<file path="src/rtl/stream_seq.sv">
// Stream sequencer: replays memory segments into a valid/ready port with
// programmable idle gaps, captures one result word and keeps cycle stats.
module stream_seq #(
   parameter int W       = 64,
   parameter int NUM_SEG = 8,
   parameter int ADDR_W  = 16,
   parameter int LEN_W   = 16,
   parameter int IDLE_W  = 16,
   parameter int CYC_W   = 32
) (
   input  logic                        clk,
   input  logic                        rst,
   input  logic                        start,
   input  logic [$clog2(NUM_SEG+1)-1:0] num_seg,
   input  logic [NUM_SEG*ADDR_W-1:0]   seg_base,
   input  logic [NUM_SEG*LEN_W-1:0]    seg_len,
   input  logic [NUM_SEG*IDLE_W-1:0]   seg_idle,
   output logic                        mem_en,
   output logic [ADDR_W-1:0]           mem_addr,
   input  logic [W-1:0]                mem_rdata,
   output logic                        out_valid,
   input  logic                        out_ready,
   output logic [W-1:0]                out_data,
   input  logic                        res_valid,
   output logic                        res_ready,
   input  logic [W-1:0]                res_data,
   output logic                        busy,
   output logic                        done,
   output logic [W-1:0]                result,
   input  logic [$clog2(NUM_SEG)-1:0]  stat_sel,
   output logic [CYC_W-1:0]            stat_cycles,
   output logic [CYC_W-1:0]            total_cycles
);

   localparam int KW = $clog2(NUM_SEG);
   localparam int NW = $clog2(NUM_SEG+1);
   localparam logic [CYC_W-1:0] CMAX = '1;

   typedef enum logic [1:0] {
      S_IDLE,
      S_GAP,
      S_LOAD,
      S_RES
   } state_t;

   state_t state, state_n;

   logic [KW-1:0]     k, k_n;
   logic [IDLE_W-1:0] gcnt, gcnt_n;
   logic [LEN_W-1:0]  n_req, n_ret;
   logic              inflight;
   logic [1:0]        cnt, occ;
   logic [W-1:0]      buf0, buf1;
   logic [CYC_W-1:0]  stat_q [NUM_SEG];
   logic [CYC_W-1:0]  total_q;
   logic              done_q;
   logic [W-1:0]      result_q;

   logic [LEN_W-1:0]  len_k;
   logic [ADDR_W-1:0] base_k;
   logic [NW-1:0]     scan;
   logic              hit;
   logic [KW-1:0]     hit_idx;
   logic [IDLE_W-1:0] hit_idle;
   logic              pop, last_ret, capture, go, kick;

   // Current segment fields and the next non-empty segment at or after scan
   always_comb begin
      len_k    = '0;
      base_k   = '0;
      hit      = 1'b0;
      hit_idx  = '0;
      hit_idle = '0;
      scan     = (state == S_IDLE) ? '0 : NW'(k) + NW'(1);
      for (int j = 0; j < NUM_SEG; j++) begin
         if (KW'(j) == k) begin
            len_k  = seg_len[j*LEN_W +: LEN_W];
            base_k = seg_base[j*ADDR_W +: ADDR_W];
         end
      end
      for (int j = NUM_SEG-1; j >= 0; j--) begin
         if (NW'(j) >= scan && NW'(j) < num_seg &&
             seg_len[j*LEN_W +: LEN_W] != '0) begin
            hit      = 1'b1;
            hit_idx  = KW'(j);
            hit_idle = seg_idle[j*IDLE_W +: IDLE_W];
         end
      end
   end

   assign out_valid = (cnt != 2'd0);
   assign out_data  = buf0;
   assign pop       = out_valid & out_ready;
   assign occ       = cnt + {1'b0, inflight};
   assign mem_en    = (state == S_LOAD) && (n_req < len_k) &&
                      ((occ < 2'd2) || pop);
   assign mem_addr  = mem_en ? base_k + ADDR_W'(n_req) : '0;
   assign last_ret  = pop && (n_ret == len_k - LEN_W'(1));
   assign res_ready = (state == S_RES);
   assign capture   = res_ready & res_valid;
   assign busy      = (state != S_IDLE);
   assign kick      = (state == S_IDLE) & start;
   assign done      = done_q;
   assign result    = result_q;
   assign total_cycles = total_q;
   assign stat_cycles  = stat_q[stat_sel];

   always_ff @(posedge clk or posedge rst) begin
      if (rst) state <= S_IDLE;
      else     state <= state_n;
   end

   always_comb begin
      state_n = state;
      k_n     = k;
      gcnt_n  = gcnt;
      go      = 1'b0;
      case (state)
         S_IDLE: go = start;
         S_GAP: begin
            if (gcnt == IDLE_W'(1)) state_n = S_LOAD;
            else                    gcnt_n  = gcnt - IDLE_W'(1);
         end
         S_LOAD: go = last_ret;
         S_RES: if (res_valid) state_n = S_IDLE;
         default: state_n = S_IDLE;
      endcase
      if (go) begin
         if (hit) begin
            k_n     = hit_idx;
            gcnt_n  = hit_idle;
            state_n = (hit_idle == '0) ? S_LOAD : S_GAP;
         end else begin
            state_n = S_RES;
         end
      end
   end

   always_ff @(posedge clk or posedge rst) begin
      if (rst) begin
         k        <= '0;
         gcnt     <= '0;
         n_req    <= '0;
         n_ret    <= '0;
         inflight <= 1'b0;
         cnt      <= 2'd0;
         buf0     <= '0;
         buf1     <= '0;
         done_q   <= 1'b0;
         result_q <= '0;
      end else begin
         k        <= k_n;
         gcnt     <= gcnt_n;
         inflight <= mem_en;
         done_q   <= capture;
         if (capture) result_q <= res_data;
         if (mem_en) n_req <= n_req + LEN_W'(1);
         if (pop)    n_ret <= n_ret + LEN_W'(1);
         if (last_ret) begin
            n_req <= '0;
            n_ret <= '0;
         end
         // Two-entry buffer, head in buf0
         case ({inflight, pop})
            2'b10: begin
               if (cnt == 2'd0) buf0 <= mem_rdata;
               else             buf1 <= mem_rdata;
               cnt <= cnt + 2'd1;
            end
            2'b01: begin
               buf0 <= buf1;
               cnt  <= cnt - 2'd1;
            end
            2'b11: begin
               if (cnt == 2'd1) begin
                  buf0 <= mem_rdata;
               end else begin
                  buf0 <= buf1;
                  buf1 <= mem_rdata;
               end
            end
            default: ;
         endcase
      end
   end

   // Capture cycle adds two so the done cycle itself is included
   always_ff @(posedge clk or posedge rst) begin
      if (rst) begin
         total_q <= '0;
         for (int j = 0; j < NUM_SEG; j++) stat_q[j] <= '0;
      end else if (kick) begin
         total_q <= '0;
         for (int j = 0; j < NUM_SEG; j++) stat_q[j] <= '0;
      end else begin
         if (capture)
            total_q <= (total_q >= CMAX - CYC_W'(1)) ? CMAX
                                                      : total_q + CYC_W'(2);
         else if (busy && total_q != CMAX)
            total_q <= total_q + CYC_W'(1);
         if (state == S_LOAD && stat_q[k] != CMAX)
            stat_q[k] <= stat_q[k] + CYC_W'(1);
      end
   end

endmodule

</file>
<file path="config.mk">
export PLATFORM = sky130hd
export DESIGN_NAME = stream_seq
export DESIGN_NICKNAME = d
export VERILOG_FILES = /design/src/rtl/stream_seq.sv
export SDC_FILE = /design/constraint.sdc
export NUM_CORES = 2
export LEC_CHECK = 0
export ABC_CLOCK_PERIOD_IN_PS = 36900
export BUFFER_PORTS_ARGS = -buffer_cell sky130_fd_sc_hd__buf_2
export CAP_MARGIN = 5
export CELL_PAD_IN_SITES_DETAIL_PLACEMENT = 0
export CELL_PAD_IN_SITES_GLOBAL_PLACEMENT = 1
export CORE_AREA = 2 2 286 288
export DETAILED_ROUTE_END_ITERATION = 16
export DIE_AREA = 0 0 288 290
export GPL_TIMING_DRIVEN = 0
export HOLD_SLACK_MARGIN = 0.12
export PLACE_DENSITY_LB_ADDON = 0.1
export REMOVE_ABC_BUFFERS = 1
export SLEW_MARGIN = 20
export SYNTH_ARGS = -nofsm -noshare
export SYNTH_HDL_FRONTEND = slang
export SYNTH_SLANG_ARGS = --single-unit
</file>
<file path="constraint.sdc">
create_clock -name clk -period 36.9 [get_ports clk]
set_clock_uncertainty 0.15 [all_clocks]
set_input_delay 1.845 -clock clk [delete_from_list [all_inputs] [get_ports clk]]
set_output_delay 1.845 -clock clk [all_outputs]
set_load 0.005 [all_outputs]
</file>
Yosys cells after proc, flatten, opt, wreduce, memory -nomap -nowiden
Index checks and enable logic that the tools add are counted.
Word-level totals
  flip-flop bits (word level): 537
  bits in latches: 0
  RAM bits: 0
  ROM bits: 0
  input port bits: 524
  output and inout bits: 213
  word-level logic and storage cells: 210
  memories: 0
Operators by class
  $add $sub $neg: 12
  multiply operators: 0
  div/mod/pow operators: 0
  order comparisons: 22
  equality and inequality tests: 23
  shift operators: 0
  mux-type cells: 79
  bitwise logic cells: 5
  reduce and logical (&&, ||, !) cells: 49
Operators by type and width (number)
  2-to-1 mux 16 bit: 33
  2-to-1 mux 256 bit: 2
  2-to-1 mux 32 bit: 9
  bitwise mux 256 bit: 1
  2-to-1 mux 64 bit: 4
  binary-select mux 32 bit (select 3 bit): 2
  one-hot mux 64 bit (3 select lines): 1
  one-hot mux 64 bit (2 select lines): 1
  nonzero test 16 bit: 8
  demux 32 bit (select 3 bit): 1
  adder 32 x 1 -> 32 bit (second input constant): 2
  inequality test 32 bit (second input constant): 2
  adder 16 x 1 -> 16 bit (second input constant): 2
  adder 32 x 2 -> 32 bit (second input constant): 1
  greater-or-equal comparator 32 bit (second input constant): 1
  subtractor 16 x 1 -> 16 bit (second input constant): 2
  2-to-1 mux 3 bit: 8
  logical AND 1 bit: 22
  adder 16 bit: 1
  equality test 16 x 1 -> 1 bit (second input constant): 1
  equality test 16 bit: 1
  greater-or-equal comparator 3 x 4 -> 1 bit (first input constant): 4
  zero test 16 bit: 1
  < comparator 16 bit: 1
  34 further kinds: 79

Depth between registers and ports, before layout
  word-level depth: 17
  depth in mapped cells: 32
  mapped depth without buffers: 24

Worst setup path after synthesis
OpenSTA, ideal clock, no wires.
  path kind: register to output
  start: register k[1]
  end: output mem_addr[14]
  data arrival time: 5.774 ns
  required time: 34.905 ns
  setup slack: 29.131 ns
  cell stages (with the launch flop): 30
  buffers on the path: 7
  cells stage by stage: dfrtp_1 -> buf_4 -> inv_1 -> buf_2 -> buf_1 -> ha_1 -> clkbuf_1 -> clkbuf_1 -> clkbuf_1 -> nor3b_2 -> clkbuf_1 -> a22oi_1 -> a211oi_1 -> a21oi_1 -> a211oi_1 -> a21oi_1 -> nor2_1 -> a21oi_1 -> o21ai_0 -> ha_1 -> nor2b_1 -> o21ai_0 -> a21oi_1 -> o21ai_0 -> a21oi_1 -> o21ai_0 -> nand2b_1 -> a311o_1 -> a211o_1 -> a31oi_1
On the way
  longest elaborated chain between the ends: 13
  elaborated cells between the ends (all ways): 29
  classes of those cells: 1 x add/sub; 1 x order compare; 7 x eq/ne; 17 x mux; 3 x reduce/logical
RTL lines
  start, declared: RTL line 48  | logic [KW-1:0] k, k_n;
  start signal, assigned: RTL line 152  | k <= k_n;
  zero test 3 bit: RTL line 76  | if (KW'(j) == k) begin
  2-to-1 mux 16 bit (8 in series): RTL line 76
  < comparator 16 bit: RTL line 95  | assign mem_en = (state == S_LOAD) && (n_req < len_k) &&
  logical AND 1 bit (2 in series): RTL line 95
  2-to-1 mux 16 bit (*): RTL line 97  | assign mem_addr = mem_en ? base_k + ADDR_W'(n_req) : '0;
  end, declared: RTL line 19  | output logic [ADDR_W-1:0] mem_addr,
Every way passes the cells marked *; elsewhere a longest branch is shown, timed or not.

Worst setup path after layout
  start: register k[0]
  end: output mem_addr[14]
Same word-level chain as after synthesis.

==> impl_metrics.toml <==
[setup_path]
cp_slowest_cell = "ha_2"
critical_path_class = "register to output pin"
r2r-end = "k[0]"
r2r_setup_slack_ps = 29730
ff2ff_path_depth = 16
cp.required_ps = 34910
path_common_cell = "a21oi_1"
cp_max_fo = 36
crit_buf_inv = 2
critPathCaptureType = "output pin"
r2r-start = "k[2]"
startpoint_type = "register"
path_cells = "inv_2 -> ha_2 -> nor3b_4 -> a22oi_1 -> a211oi_1 -> a21oi_1 -> a211oi_1 -> a21oi_1 -> nor2_1 -> a21oi_1 -> o21ai_0 -> ha_1 -> nor2b_1 -> o21ai_0 -> a21oi_1 -> o21ai_0 -> a21oi_1 -> o21ai_0 -> nand2b_1 -> a311o_1 -> a211o_1 -> a31oi_1 -> buf_2"
critPathTopFamily = "compound AO/OA/AOI/OAI gates"
cpPeakStageDelay_ps = 850
arrival_ps = 8120

[logic_synthesis]
yosysWarnings = 0
synth_edf_count = 0
syn_inst = 3686
ys.flop_type = "dfrtp_1"
yosysSeqAreaShare = 0.3974
async_reset_ff_frac = 1.000
synth_seq_cells = 537
netlist_area_um2 = 33810
syn_area_per_cell_um2 = 9.173
synth.distinct_cells = 112

[power_and_ir_drop]
ir_drop_mv = 0.04295
sw_frac_of_total = 0.4561
clkPwrFrac = 0.200
power_density_nw_per_um2 = 80.69
p_leak_nw = 18.33
combinationalPowerShare = 0.528
internal_power_mw = 1.804
p_switching_mw = 1.513
power_frac_seq = 0.272

[cts]
clockRootBuffer = "clkbuf_16"
clk_pin_slew_ps = 60
clk_latency_ps = 620
clockBufferDepth = 3
htreeDepth = 3
cts_tree = "yes"
post-cts-setup-buffers = 0
hold_buffers = 0
numCtsBuffers = 66
ctsResizeCount = 0
cts.sinks = 537

[detailed_routing]
avgViaCountPerCell = 6.010
wl_met3_um = 10030
drt-met1-wl_um = 56180
wl_met2_um = 66500
routed-via-count = 32410
first_iter_violations = 2707
wire_per_inst_um = 25.86
topRoutingLayerUsed = "met5"
ant_nets = 0
wirelength_um = 139400
dr.pass1.iters = 7
drc = 0

[final_layout]
final_nets = 4820
fill_cells = 7726
stdcell_area_um2 = 41100
area_growth_pct = 21.56
register_area_um2 = 13450
drive_gt1_frac = 0.2772
multiInputGateArea_um2 = 18860

[global_routing]
grt_max_degree = 94
antenna_found_initial = 52
grt_pass1_wl_um = 206400
grt_pass1_vias = 31390
overflow = 0
grtUsageTotal = 0.3261

[sta]
period_needed_ps = 10110
tns_ps = 0
rsz0062_at_grt = "no"
maxSlewViolCount = 0
finalCritPeriodShare = 0.2740
maxSlewHeadroom = 0.2562
setup_viol = 0
clock.fmax_mhz = 98.89
hold_viol = 0
worst-slew-pin-transition_ps = 1112

[placement]
dpl.hpwl_um = 103800
io_buffer_count = 736
gp_congestion = 0.9844
place_area_um2 = 38800

[run_status]
outcome = "completed"

[min_path]
hold_path_class = "register to register"
hold_path_depth = 2
whs_endpoint = "result[7]"
hp-start = "result[7]"

[floorplan]
dieWidth_um = 288
dieArea_um2 = 83520
die_y_um = 290
start_util = 0.4218
rows = 104
ios = 737
fp.coreArea_um2 = 80160

[run]
maxCapViolCount = 0
through the flow:
stage	setup WS (ps)	instances	utilization	power, mW	hold WS (ps)
finish	26790	5392	0.5128	3.317	314.0
global route	26310	5385	0.5126	3.529	338.4
CTS	26860	5352	0.5115	3.318	320.7
detailed placement	27530	5236	0.4841	2.643	306.7
global placement	12640	5184	0.4663	2.580	304.9
floorplan	19900	3388	-	1.951	319.7
metal layers:
metal	vias to the layer above	track usage
met5	-	0
met4	22	0.1561
met3	309	0.07091
met2	1249	0.5256
met1	15910	0.4152
li1	14920	-
power groups by stage:
| stage | clock [mW] | sequential [mW] | combinational, mW |
|---|---|---|---|
| floorplan | 0 | 0.894 | 1.06 |
| detailed placement | 0 | 0.908 | 1.73 |
| finish | 0.664 | 0.903 | 1.75 |
| global route | 0.701 | 0.926 | 1.90 |
| CTS | 0.676 | 0.900 | 1.74 |
| global placement | 0 | 0.935 | 1.65 |
cell families after synthesis:
group           share of synthesized area
mux                                0.1088
flops                              0.3974
simple gates                       0.1966
buf+inv                           0.04940
xor+xnor                          0.02065
compound gates                     0.2080
fa+ha+maj                         0.01909
worst max path at each step:
stage               start                to  depth (start not counted)
floorplan             rst           buf1[0]                          1
global placement      rst  total_cycles[25]                          2
detailed placement   k[0]      mem_addr[14]                         23
CTS                  k[0]      mem_addr[14]                         23
global route         k[0]      mem_addr[14]                         23
finish               k[0]      mem_addr[14]                         23
placed cells by master, fill, tap and decap left out, types with 34 or more instances in the layout:
master / count
buf_2: 733
dfrtp_1: 534
nand2_1: 432
o21ai_0: 404
nand3_1: 321
nor2_1: 184
a21oi_1: 153
mux2_2: 121
a22oi_1: 102
mux4_2: 90
clkbuf_16: 67
a211oi_1: 56
inv_1: 54
nor3_1: 54
nor4_1: 49
nor2b_1: 46
ha_1: 45
o21ai_1: 41
xnor2_1: 40
diode_2: 39
nand4_1: 39
xor2_1: 36
and3_1: 34
worst register-to-register path, delay by kind of cell (launching register included):
family,cells,cell delay (ps)
and+or+nand+nor,3,1150
muxes,1,270
AOI/OAI and AO/OA,7,2760
xor gates and xnor gates,1,150
adders and majority gates,2,910
DFF,1,740
buffers and inverters,2,950
area by class of cell:
cell class | count | share of cell area
antenna | 39 | 0.002374
clock buffer | 97 | 0.04767
clock inverter | 19 | 0.005662
inverter | 60 | 0.005723
multi-input combinational | 2791 | 0.4588
sequential | 537 | 0.3272
tap | 1060 | 0.03227
timing repair buffer | 789 | 0.1202
synthesized netlist by cell type, types with 39 or more instances:
master,number,area (um^2)
o21ai_1,43,215.2
a21oi_1,154,770.7
a22oi_1,102,765.7
clkbuf_1,174,653.1
ha_1,50,625.6
mux2_2,121,1363
a211oi_1,56,420.4
nand3_1,321,1607
o21ai_0,404,2022
nor2_1,185,694.4
nand2_1,435,1633
nor2b_1,48,300.3
buf_2,53,265.3
nor4_1,49,306.5
inv_1,58,217.7
dfrtp_1,537,13440
nand4_1,39,244.0
xnor2_1,40,350.3
mux4_2,90,2027
nor3_1,54,270.3
sequential cells by signal, indices dropped and copies added (netlist names):
name	flops
stat_q	256
total_cycles	32
done	1
inflight	1
buf1	64
state	2
n_req	16
out_data	64
gcnt	16
result	64
n_ret	16
k	3
cnt	2
No activity file was read; power rests on OpenSTA's default activity.
